`src/rtl/pga_alarm_manager.sv`:
```
// PGA earthquake alarm manager.
// Confirms a run of consecutive high PGA samples, latches the alarm for a
// minimum hold time, and then lets an operator accept it. After an accept the
// block either returns to IDLE (shaking has stopped) or parks in ACKED until
// the first low sample arrives. All outputs are decoded from registers only.
module pga_alarm_manager #(
    parameter int CONFIRM_COUNT = 3,
    parameter int HOLD_CYCLES   = 1000
) (
    input  logic       i_clk,
    input  logic       i_rst_n,
    input  logic       i_sample_valid,
    input  logic       i_pga_alarm,
    input  logic       i_accept,
    output logic       o_alarm,
    output logic       o_acked,
    output logic [1:0] o_state,
    output logic [7:0] o_event_count
);

    // The hold timer must be able to represent HOLD_CYCLES itself, because it
    // saturates there and the accept check compares against that value.
    localparam int                 TIMER_W     = $clog2(HOLD_CYCLES + 1);
    localparam logic [TIMER_W-1:0] HOLD_MAX    = TIMER_W'(HOLD_CYCLES);
    localparam logic [TIMER_W-1:0] TIMER_ONE   = TIMER_W'(1);
    localparam logic [3:0]         CONFIRM_MAX = 4'(CONFIRM_COUNT);

    localparam logic [1:0] ST_IDLE    = 2'd0;
    localparam logic [1:0] ST_CONFIRM = 2'd1;
    localparam logic [1:0] ST_ALARM   = 2'd2;
    localparam logic [1:0] ST_ACKED   = 2'd3;

    logic [1:0]         state_q,  state_d;
    logic [3:0]         cnt_q,    cnt_d;
    logic [TIMER_W-1:0] timer_q,  timer_d;
    logic               last_q,   last_d;
    logic [7:0]         events_q, events_d;

    logic               eff_level;
    logic               hold_done;

    // Next-state logic: sample qualification, confirmation, hold and accept.
    always_comb begin
        state_d  = state_q;
        cnt_d    = cnt_q;
        timer_d  = timer_q;
        last_d   = last_q;
        events_d = events_q;

        // A same-cycle sample is fresher than the stored level, so it wins
        // when deciding where an honoured accept should go.
        eff_level = i_sample_valid ? i_pga_alarm : last_q;
        hold_done = (timer_q == HOLD_MAX);

        if (i_sample_valid) begin
            last_d = i_pga_alarm;
        end

        case (state_q)
            ST_IDLE: begin
                if (i_sample_valid && i_pga_alarm) begin
                    if (CONFIRM_MAX == 4'd1) begin
                        state_d = ST_ALARM;
                    end else begin
                        state_d = ST_CONFIRM;
                        cnt_d   = 4'd1;
                    end
                end
            end
            ST_CONFIRM: begin
                // Accept has no meaning until the alarm is actually latched.
                if (i_sample_valid) begin
                    if (i_pga_alarm) begin
                        cnt_d = cnt_q + 4'd1;
                        if (cnt_d == CONFIRM_MAX) begin
                            state_d = ST_ALARM;
                        end
                    end else begin
                        state_d = ST_IDLE;
                        cnt_d   = 4'd0;
                    end
                end
            end
            ST_ALARM: begin
                if (!hold_done) begin
                    timer_d = timer_q + TIMER_ONE;
                end
                // Early accepts are dropped, not queued; sample level alone
                // never releases the alarm.
                if (i_accept && hold_done) begin
                    state_d = eff_level ? ST_ACKED : ST_IDLE;
                end
            end
            ST_ACKED: begin
                if (i_sample_valid && !i_pga_alarm) begin
                    state_d = ST_IDLE;
                end
            end
            default: begin
                state_d = ST_IDLE;
            end
        endcase

        // Alarm entry bookkeeping applies to every path into ALARM.
        if ((state_d == ST_ALARM) && (state_q != ST_ALARM)) begin
            timer_d = '0;
            cnt_d   = 4'd0;
            if (events_q != 8'hFF) begin
                events_d = events_q + 8'd1;
            end
        end
    end

    // State registers with asynchronous clear so reset drops the alarm at once.
    always_ff @(posedge i_clk or negedge i_rst_n) begin
        if (!i_rst_n) begin
            state_q  <= ST_IDLE;
            cnt_q    <= 4'd0;
            timer_q  <= '0;
            last_q   <= 1'b0;
            events_q <= 8'd0;
        end else begin
            state_q  <= state_d;
            cnt_q    <= cnt_d;
            timer_q  <= timer_d;
            last_q   <= last_d;
            events_q <= events_d;
        end
    end

    assign o_alarm       = (state_q == ST_ALARM);
    assign o_acked       = (state_q == ST_ACKED);
    assign o_state       = state_q;
    assign o_event_count = events_q;

endmodule

```
`config.mk`:
```
export PLATFORM = sky130hd
export DESIGN_NAME = pga_alarm_manager
export DESIGN_NICKNAME = d
export VERILOG_FILES = /design/src/rtl/pga_alarm_manager.sv
export SDC_FILE = /design/constraint.sdc
export NUM_CORES = 1
export LEC_CHECK = 0
export ABC_AREA = 1
export BUFFER_PORTS_ARGS = -buffer_cell sky130_fd_sc_hd__buf_2
export CAP_MARGIN = 40
export CORE_UTILIZATION = 35
export CTS_CLUSTER_DIAMETER = 100
export DETAILED_ROUTE_END_ITERATION = 8
export PLACE_DENSITY = 0.52
export SLEW_MARGIN = 10
export SYNTH_ARGS = -nofsm -noshare
export SYNTH_HDL_FRONTEND = slang
export SYNTH_SLANG_ARGS = --single-unit
```
`constraint.sdc`:
```
create_clock -name i_clk -period 4.8 [get_ports i_clk]
set_clock_uncertainty 0.1 [all_clocks]
set_input_delay 0.72 -clock i_clk [delete_from_list [all_inputs] [get_ports i_clk]]
set_output_delay 0.72 -clock i_clk [all_outputs]
set_load 0.01 [all_outputs]
```
==> results.tsv, run 1 <==
metric	value	unit
dpl hpwl	2320	µm
pin count of the biggest net entering global routing	26	
CP startpoint kind	flip-flop	
distinct cell type count after synthesis	32	
CTS tree	done	
GR peak layer	met2	
vias in the first global route	1299	
Avg Cell Area, Syn	8.15	µm²
CTS Buffer Depth	2	
Final Util	0.411	
initial detailed-routing violation count	63	
setup_tns	0	ns
share of cells above drive strength 1	0.225	
row count	24	
total gr overflow	0	
total CTS buffers	3	
die area	5060	µm²
status	finished, final reports clean	
sequential area share after synthesis	0.374	
Via density	4.97	
storage element area	626	µm²
H-tree depth	1	
max cap viols	0	
HP Class	in -> async	
GR Util All Layers	0.150	
WL final	3280	µm
Max Slew Vio Count	0	
DRT antenna net count	0	
Leak Pwr	0.880	nW
crit path DAT	1.22	ns
GR Layer Usage met2	0.234	
footprint of the multi-input gates	915	µm²
register bit total from synthesis	25	
min Tclk post-route	2.04	ns
met1 Use GR	0.210	
DRT Pass-1 Iters	6	
routed length per instance	12.0	µm
Final setup viols	0	
die height	71.1	µm
initial core utilization	0.374	
Fill cells	441	
Clk Latency, worst-skew pair	0.28	ns
area delta synth->final	9.95	%
PortBufs	16	
CTS sink cnt	25	
Syn Nets	215	
clock-pin slew on the worst setup and hold paths	0.09	ns
Cells after Synth	205	
antenna cells	0	
fin cells	274	
achievable frequency	0.489	GHz
Placer Congestion	0.720	
VDD IR max	0.141	mV
global-route wire length before repair	6000	µm
Fin. Hold Viols	0	
via count	1361	
Final nets	233	
core footprint	4470	µm²
Worst Tran Pin Value	0.568	ns
Post-Syn Area	1670	µm²
total placed cells including tap cells	270	
kind of critical path	reg -> out	
initial antenna violation count	0	
drc violations	0	
worst relative slew slack	0.622	
CP endpoint kind	primary output	
met3 usage	0.0228	
PostCTS Resize Cnt	0	
CP Data Required Time	3.98	ns
period utilization	0.426	
reg2reg path depth	9	
PwrDens	360	nW/µm²
die extent in x	71.1	µm
hold buffer count at cts	0	
Post-CTS Repair Setup Buffers	0	
number of I/O pins	17	
Synth Warn #	0	
CP max FO	7	
RSZ-0062 raised after global routing	false	
Clock Root Buffer	clkbuf_8	
-- metal layers --
metal  up-vias  routed length (µm)
met3         5                  95
met1       619                1670
li1        715                   -
met4         0                  64
met5         -                   0
met2        22                1450
-- cell usage in the layout (no fill, tap or decap), types with 2 or more instances in the layout --
master    synthesis  routed
clkbuf_8          0       3
nand4_1          14      14
xor2_1            2       2
o21ai_2           2       2
o21ai_1           3       3
nand3_1          20      20
nand2_1          57      57
a21oi_2           2       2
buf_2             1      16
nor2_1            6       6
nand3b_1          4       4
dfrtp_1          25      25
ha_1              5       5
a21oi_1           2       2
nand3_2           3       3
o22ai_1           3       3
xnor2_1           3       3
inv_2             4       4
nand3_4           3       3
inv_1            20      20
o21bai_1          4       4
nand2_2           6       6
nor2_4            3       3
o21ai_0           3       3
-- critical path, cell delays in order, from the launching register on --
cell and delay [ns]:
dfrtp_1 0.46, nor2_2 0.29, buf_2 0.19
-- state kept, by name, indices dropped and copies added (netlist names) --
signal / cells
cnt_q: 4
last_q: 1
o_event_count: 8
o_state: 2
timer_q: 10
-- metrics by stage --
step / hold WS (ns) / power [mW] / cell area, µm² / setup slack [ns]
final: 0.323 / 0.662 / 1840 / 2.76
after global routing: 0.380 / 0.724 / 1840 / 2.69
after CTS: 0.343 / 0.675 / 1840 / 2.74
after detailed placement: 0.391 / 0.538 / 1790 / 2.78
after global placement: 0.394 / 0.539 / 1790 / 2.81
after floorplan: 0.324 / 0.473 / 1670 / 3.20
-- final cells by class --
type,instances,share of cell area
Clock buffer,3,0.0225
Clock inverter,1,0.00408
Inverter,26,0.0565
Multi-Input combinational cell,151,0.498
Sequential cell,25,0.340
Tap cell,52,0.0354
Timing Repair Buffer,16,0.0436
-- power by group --
part,total (mW),switching (mW),internal [mW]
Combinational,0.232,0.144,0.0878
Clock,0.133,0.0738,0.0591
Sequential,0.297,0.0501,0.247
Total,0.662,0.268,0.394
-- cells in the mapped netlist (all sizes together) --
cell    number  area share
inv         24       0.054
a21oi        4       0.016
clkinv       2      0.0082
or2          1      0.0037
nand2       64        0.16
buf          3       0.016
ha           5       0.037
o22ai        3       0.011
o21a         1      0.0045
nor2        11       0.049
nand3b       4       0.018
o21bai       4       0.018
dfrtp       25        0.37
o21ai        9       0.038
xnor2        3       0.016
xor2         2       0.010
nand3       26        0.11
nand4       14       0.052
-- worst paths after layout --
check / end / startpoint / slack [ns]
setup / recovery: o_alarm / o_state[0] / 2.76
hold / removal: timer_q[2] / i_rst_n / 0.32
setup reg to reg: o_event_count[2] / cnt_q[0] / 3.00
hold reg to reg: last_q / last_q / 0.41
max in group asynchronous: timer_q[8] / i_rst_n / 3.90
min in group i_clk: last_q / last_q / 0.41
-- kinds of logic after synthesis --
kind of cell,count (synthesis),share of synthesized area
xor+xnor,5,0.0262
compound gates,21,0.0883
buf+inv,29,0.0786
simple gates,120,0.395
flops,25,0.374
fa+ha+maj,5,0.0374
Power figures use the tool's default switching activity.
==> run 2: changes to the inputs <==
PLACE_DENSITY = 0.54   (was 0.52)
clock period = 1.83 ns   (was 4.8 ns; I/O delays follow)
==> results.tsv, run 2 (synthesis results as in run 1) <==
metric	value	unit	change
Via density	4.90		-1.4%
status	finished, final reports clean		
fin area	1880	µm²	+2.4%
worst relative slew slack	0.607		-0.0145
DRT antenna net count	0		unchanged
Fill cells	461		+4.5%
area delta synth->final	12.6	%	
antenna cells	0		unchanged
Fin. Hold Viols	0		unchanged
drc violations	0		unchanged
share of cells above drive strength 1	0.235		+0.00929
Clk pwr share	0.193		-0.008
Largest register FFs	10		unchanged
Clock Root Buffer	clkbuf_8		
CP startpoint kind	flip-flop		
initial detailed-routing violation count	56		-11%
number of I/O pins	17		unchanged
most frequent cells in the layout	57 x nand2_1, 25 x dfrtp_1, 20 x inv_1, 20 x nand3_1, 16 x buf_2		
CP endpoint kind	flip-flop		
global-route wire length before repair	5740	µm	-4.3%
GR Util All Layers	0.146		-0.00429
total CTS buffers	3		unchanged
Comb power frac	0.372		+0.021
achievable frequency	0.608	GHz	
Psw	702	µW	+160%
Clk Latency, worst-skew pair	0.27	ns	about the same
PortBufs	16		unchanged
min Tclk post-route	1.64	ns	
setup_tns	0	ns	unchanged
CTS Buffer Depth	2		unchanged
RSZ-0062 raised after global routing	false		
core footprint	4470	µm²	unchanged
Sw Share	0.399		-0.00601
clock-pin slew on the worst setup and hold paths	0.09	ns	about the same
CTS tree	done		
CTS sink cnt	25		unchanged
pin count of the biggest net entering global routing	26		unchanged
via count	1361		unchanged
Final Util	0.421		+0.00979
Placer Congestion	0.758		+5.2%
Most flops, register	timer_q		
Worst Tran Pin Value	0.589	ns	+0.0217 ns
CP max FO	10		+3
VDD IR max	0.292	mV	+110%
crit path DAT	1.71	ns	+0.49 ns
Final nets	237		+1.7%
Leak Pwr	0.905	nW	+2.9%
die height	71.1	µm	unchanged
Internal	1.06	mW	+170%
PwrDens	935	nW/µm²	+160%
max cap viols	0		unchanged
CP Data Required Time	1.90	ns	-2.08 ns
initial antenna violation count	0		unchanged
die extent in x	71.1	µm	unchanged
Max Slew Vio Count	0		unchanged
routed length per instance	12.0	µm	+0.37%
DP Area	1820	µm²	+2.0%
dpl hpwl	2430	µm	+4.6%
kind of critical path	reg -> reg		
initial core utilization	0.374		unchanged
power share of the sequential group	0.435		-0.014
die area	5060	µm²	unchanged
Final setup viols	0		unchanged
storage element area	626	µm²	unchanged
WL final	3340	µm	+1.8%
total placed cells including tap cells	273		+1.1%
vias in the first global route	1234		-5.0%
period utilization	0.899		
HP Class	in -> reg		
row count	24		unchanged
fin cells	278		+1.5%
H-tree depth	1		unchanged
total gr overflow	0		unchanged
DRT Pass-1 Iters	6		unchanged
Post-CTS Repair Setup Buffers	0		unchanged
commonest non-fill, non-tap cell in the layout	nand2_1		
footprint of the multi-input gates	917	µm²	+0.27%
run 2: path summary, 6_finish.rpt:
check | startpoint | to | slack, ns | depth (start not counted)
min reg2reg | last_q | last_q | 0.42 | 1
max in group asynchronous | i_rst_n | o_event_count[5] | 0.81 | 2
min in group asynchronous | i_rst_n | timer_q[4] | 0.42 | 2
max | cnt_q[0] | o_event_count[5] | 0.19 | 9
min | i_accept | o_state[0] | 0.18 | 3
max reg2reg | cnt_q[0] | o_event_count[5] | 0.19 | 9
run 2: routing by layer:
layer,up-vias,share of wire,GRT usage
met5,-,0,0
met4,0,0.019,0.0667
met3,5,0.010,0.0171
met2,13,0.47,0.241
met1,626,0.50,0.192
li1,717,-,-
run 2: what timing repair did:
action | in CTS | in global routing
hold endpoints to repair | 25 | 0
endpoints found under the setup margin | 0 | 1
hold buffers | 1 | 0
gates resized for setup | 0 | 1
run 2: cell type report:
| class | instances | share of cell area |
|---|---|---|
| Clock buffer | 4 | 0.0239 |
| Inverter | 26 | 0.0552 |
| Multi-Input combinational cell | 151 | 0.487 |
| Sequential cell | 25 | 0.332 |
| Tap cell | 52 | 0.0346 |
| Timing Repair Buffer | 20 | 0.0665 |
run 2: worst max-delay path, stage by stage (launching register included):
cell and delay (ns):
dfrtp_1 0.43, ha_1 0.23, nand2_1 0.06, nand2_1 0.09
nor2_4 0.14, nand3_4 0.16, clkinv_4 0.13, nand2_8 0.08
nand2_2 0.07, o21ai_2 0.05
run 2: power by group through the flow:
stage	sequential, mW	combinational (mW)	clock, mW
after floorplan	0.780	0.462	0
after global placement	0.777	0.650	0
after detailed placement	0.779	0.655	0
after CTS	0.766	0.661	0.359
after global routing	0.790	0.753	0.374
final	0.766	0.654	0.339
run 2: stage by stage:
stage          hold WS (ns)  power (mW)  worst slack, ns
4_1_cts               0.182        1.79            0.149
6_report              0.181        1.76            0.185
5_1_grt               0.200        1.92           0.0168
3_5_place_dp          0.222        1.43            0.170
3_3_place_gp          0.217        1.43            0.177
2_1_floorplan        -0.121        1.24            0.238
==> run 3: changes to the inputs <==
ABC_AREA = not set   (was 1)
CORE_ASPECT_RATIO = 1.4   (was not set)
PLACE_DENSITY = 0.55   (was 0.54)
==> results.tsv, run 3 <==
metric	value	unit	change
Internal	1.24	mW	+17%
power share of the sequential group	0.459		+0.024
post-synthesis compound-gate area fraction	0.0618		-0.0265
sequential area share after synthesis	0.483		+0.108
Area contributors post-synth	dfrtp_1 48%, xnor2_1 6.8%, xor2_1 5.4%		
area leader, netlist	dfrtp_1		
CP max FO	8		-2
DRT antenna net count	0		unchanged
Synth Warn #	0		unchanged
Final nets	167		-30%
post-synthesis mux area share	0.0193		+0.0193
WL final	2410	µm	-28%
largest family of logic cells by synthesized area	simple AND/OR/NAND/NOR gates		
CP startpoint kind	flip-flop		
commonest register cell after synthesis	dfrtp_1		
number of I/O pins	17		unchanged
area delta synth->final	19.8	%	
VDD IR max	0.678	mV	+130%
vias in the first global route	976		-21%
Placer Congestion	0.709		-6.5%
Clk Latency, worst-skew pair	0.26	ns	about the same
die extent in x	53.4	µm	-25%
count leader, synth	dfrtp_1		
worst relative slew slack	0.632		+0.0252
CTS tree	done		
CTS Buffer Depth	2		unchanged
min Tclk post-route	1.76	ns	+0.113 ns
register bit total from synthesis	25		unchanged
period utilization	0.960		+0.0616
Psw	707	µW	+0.76%
Post-synth EDFFs	0		unchanged
antenna cells	0		unchanged
Post-Syn Area	1300	µm²	-22%
Most flops, register	timer_q		
asr flop ratio synth	1.00		unchanged
Hold WS	0.228	ns	+0.0464 ns
Max Slew Vio Count	0		unchanged
dpl hpwl	1800	µm	-26%
share of cells above drive strength 1	0.237		+0.00267
Worst Tran Pin Value	0.551	ns	-0.0378 ns
Leak Pwr	0.744	nW	-18%
Comb power frac	0.376		+0.004
DRT Pass-1 Iters	3		-3
Synth Area in Adders	0.0483		+0.0108
commonest non-fill, non-tap cell in the layout	dfrtp_1		
Clock Root Buffer	clkbuf_8		
initial antenna violation count	0		unchanged
Critical-path top delay cell	dfrtp_1		
pin count of the biggest net entering global routing	26		unchanged
routed length per instance	12.3	µm	+2.5%
Sw Share	0.364		-0.0354
Final setup viols	0		unchanged
GR Util All Layers	0.141		-0.00499
HP Class	in -> reg		
initial detailed-routing violation count	12		-79%
row count	25		+4.2%
most frequent cells in the layout	25 x dfrtp_1, 18 x nor2_1, 16 x buf_2, 11 x nand2_1		
via count	992		-27%
initial core utilization	0.377		+0.00313
PwrDens	1250	nW/µm²	+34%
H-tree depth	1		unchanged
max cap viols	0		unchanged
Clk pwr share	0.165		-0.028
kind of critical path	reg -> reg		
CP endpoint kind	flip-flop		
Avg Cell Area, Syn	10.1	µm²	+24%
RSZ-0062 raised after global routing	true		
distinct cell type count after synthesis	32		unchanged
share of the synthesized area in the top cell type	0.483		+0.108
drc violations	0		unchanged
worst-path cell chain	ha_2 > xnor2_1 > and3_1 > and4b_2 > mux2_4		
Post-Synth Simple-Gate Area	0.230		-0.165
Final Util	0.451		+0.0307
status	finished, final reports clean		
core footprint	3440	µm²	-23%
die height	74.0	µm	+4.1%
Fin. Hold Viols	0		unchanged
Largest register FFs	10		unchanged
Max stage delay on crit path	0.40	ns	-0.03 ns
Synth Area in XOR/XNOR	0.122		+0.0954
Post-synth top cells	25 x dfrtp_1, 18 x nor2_1, 11 x nand2_1		
Syn Nets	138		-36%
total placed cells including tap cells	189		-31%
PortBufs	16		unchanged
die area	3950	µm²	-22%
Via density	5.06		+3.4%
global-route wire length before repair	4150	µm	-28%
fin cells	196		-29%
CP Data Required Time	1.88	ns	-0.02 ns
clock-pin slew on the worst setup and hold paths	0.09	ns	about the same
crit path DAT	1.81	ns	+0.10 ns
total CTS buffers	3		unchanged
total gr overflow	0		unchanged
Cells after Synth	128		-38%
achievable frequency	0.569	GHz	-6.4%
CTS sink cnt	25		unchanged
Fill cells	353		-23%
-- run 3: cell count changes after synthesis, moves of 4 or more --
cell	change
nor2_1	+12
o21bai_1	-4
nand2_2	-6
nand3_1	-15
xor2_1	+6
inv_1	-13
inv_2	-4
nand4_1	-7
xnor2_1	+7
nand2_1	-46
-- run 3: per-layer routing --
layer | GRT usage | up-vias | part of all wire
met5 | 0 | - | 0
met4 | 0.0614 | 0 | 0.0071
met3 | 0.0204 | 2 | 0.024
met2 | 0.231 | 11 | 0.48
met1 | 0.182 | 484 | 0.49
li1 | - | 495 | -
-- run 3: power by group through the flow --
stage          sequential, mW  clock (mW)  combinational, mW
2_1_floorplan           0.922           0              0.418
3_3_place_gp            0.897           0              0.680
3_5_place_dp            0.906           0              0.699
4_1_cts                 0.898       0.342              0.704
5_1_grt                 0.919       0.358              0.831
6_report                0.894       0.321              0.731
-- run 3: worst paths after layout --
kind	startpoint	end	slack, ns	depth (start not counted)
max reg2reg	cnt_q[0]	o_event_count[1]	0.07	5
max	cnt_q[0]	o_event_count[1]	0.07	5
min in group asynchronous	i_rst_n	timer_q[5]	0.43	2
max in group asynchronous	i_rst_n	o_state[1]	0.84	2
min reg2reg	o_event_count[5]	o_event_count[5]	0.39	1
min	i_sample_valid	last_q	0.23	2
-- run 3: per-stage QoR --
step / instance area [µm²] / setup TNS [ns] / worst slack [ns] / power (mW)
4_1_cts: 1520 / 0 / 0.0230 / 1.94
5_1_grt: 1550 / -0.0179 / -0.0177 / 2.11
3_3_place_gp: 1470 / 0 / 0.0101 / 1.58
3_5_place_dp: 1470 / -0.0188 / -0.0188 / 1.61
2_1_floorplan: 1300 / 0 / 0.0731 / 1.34
6_report: 1550 / 0 / 0.0723 / 1.95
-- run 3: cell families after synthesis --
kind of cell | count (synthesis)
AO/OA/AOI/OAI | 12
XOR/XNOR | 18
adder cells (fa/ha/maj) | 5
buffers and inverters | 10
flip-flops | 25
multiplexers | 2
AND/OR/NAND/NOR | 56
-- run 3: cell type report --
type,count,area [µm²],share of cell area
clock buffers,4,45.0,0.0290
inverters,7,26.3,0.0169
multi-input cells,93,641,0.413
flip-flops and latches,25,626,0.403
well taps,40,50.0,0.0322
repair buffers,27,165,0.106
-- run 3: worst max-delay path, delay by kind of cell (launching register included) --
kind / cells / cell delay [ns]
mux: 1 / 0.31
flops: 1 / 0.40
simple gates: 2 / 0.50
xor+xnor: 1 / 0.13
fa+ha+maj: 1 / 0.20
-- run 3: what timing repair did --
action	in CTS	in global routing
pin swaps	0	4
gates resized for setup	1	3
endpoints found under the setup margin	3	17
hold buffers	1	0
buffers inserted	0	2
endpoints found under the hold margin	25	0
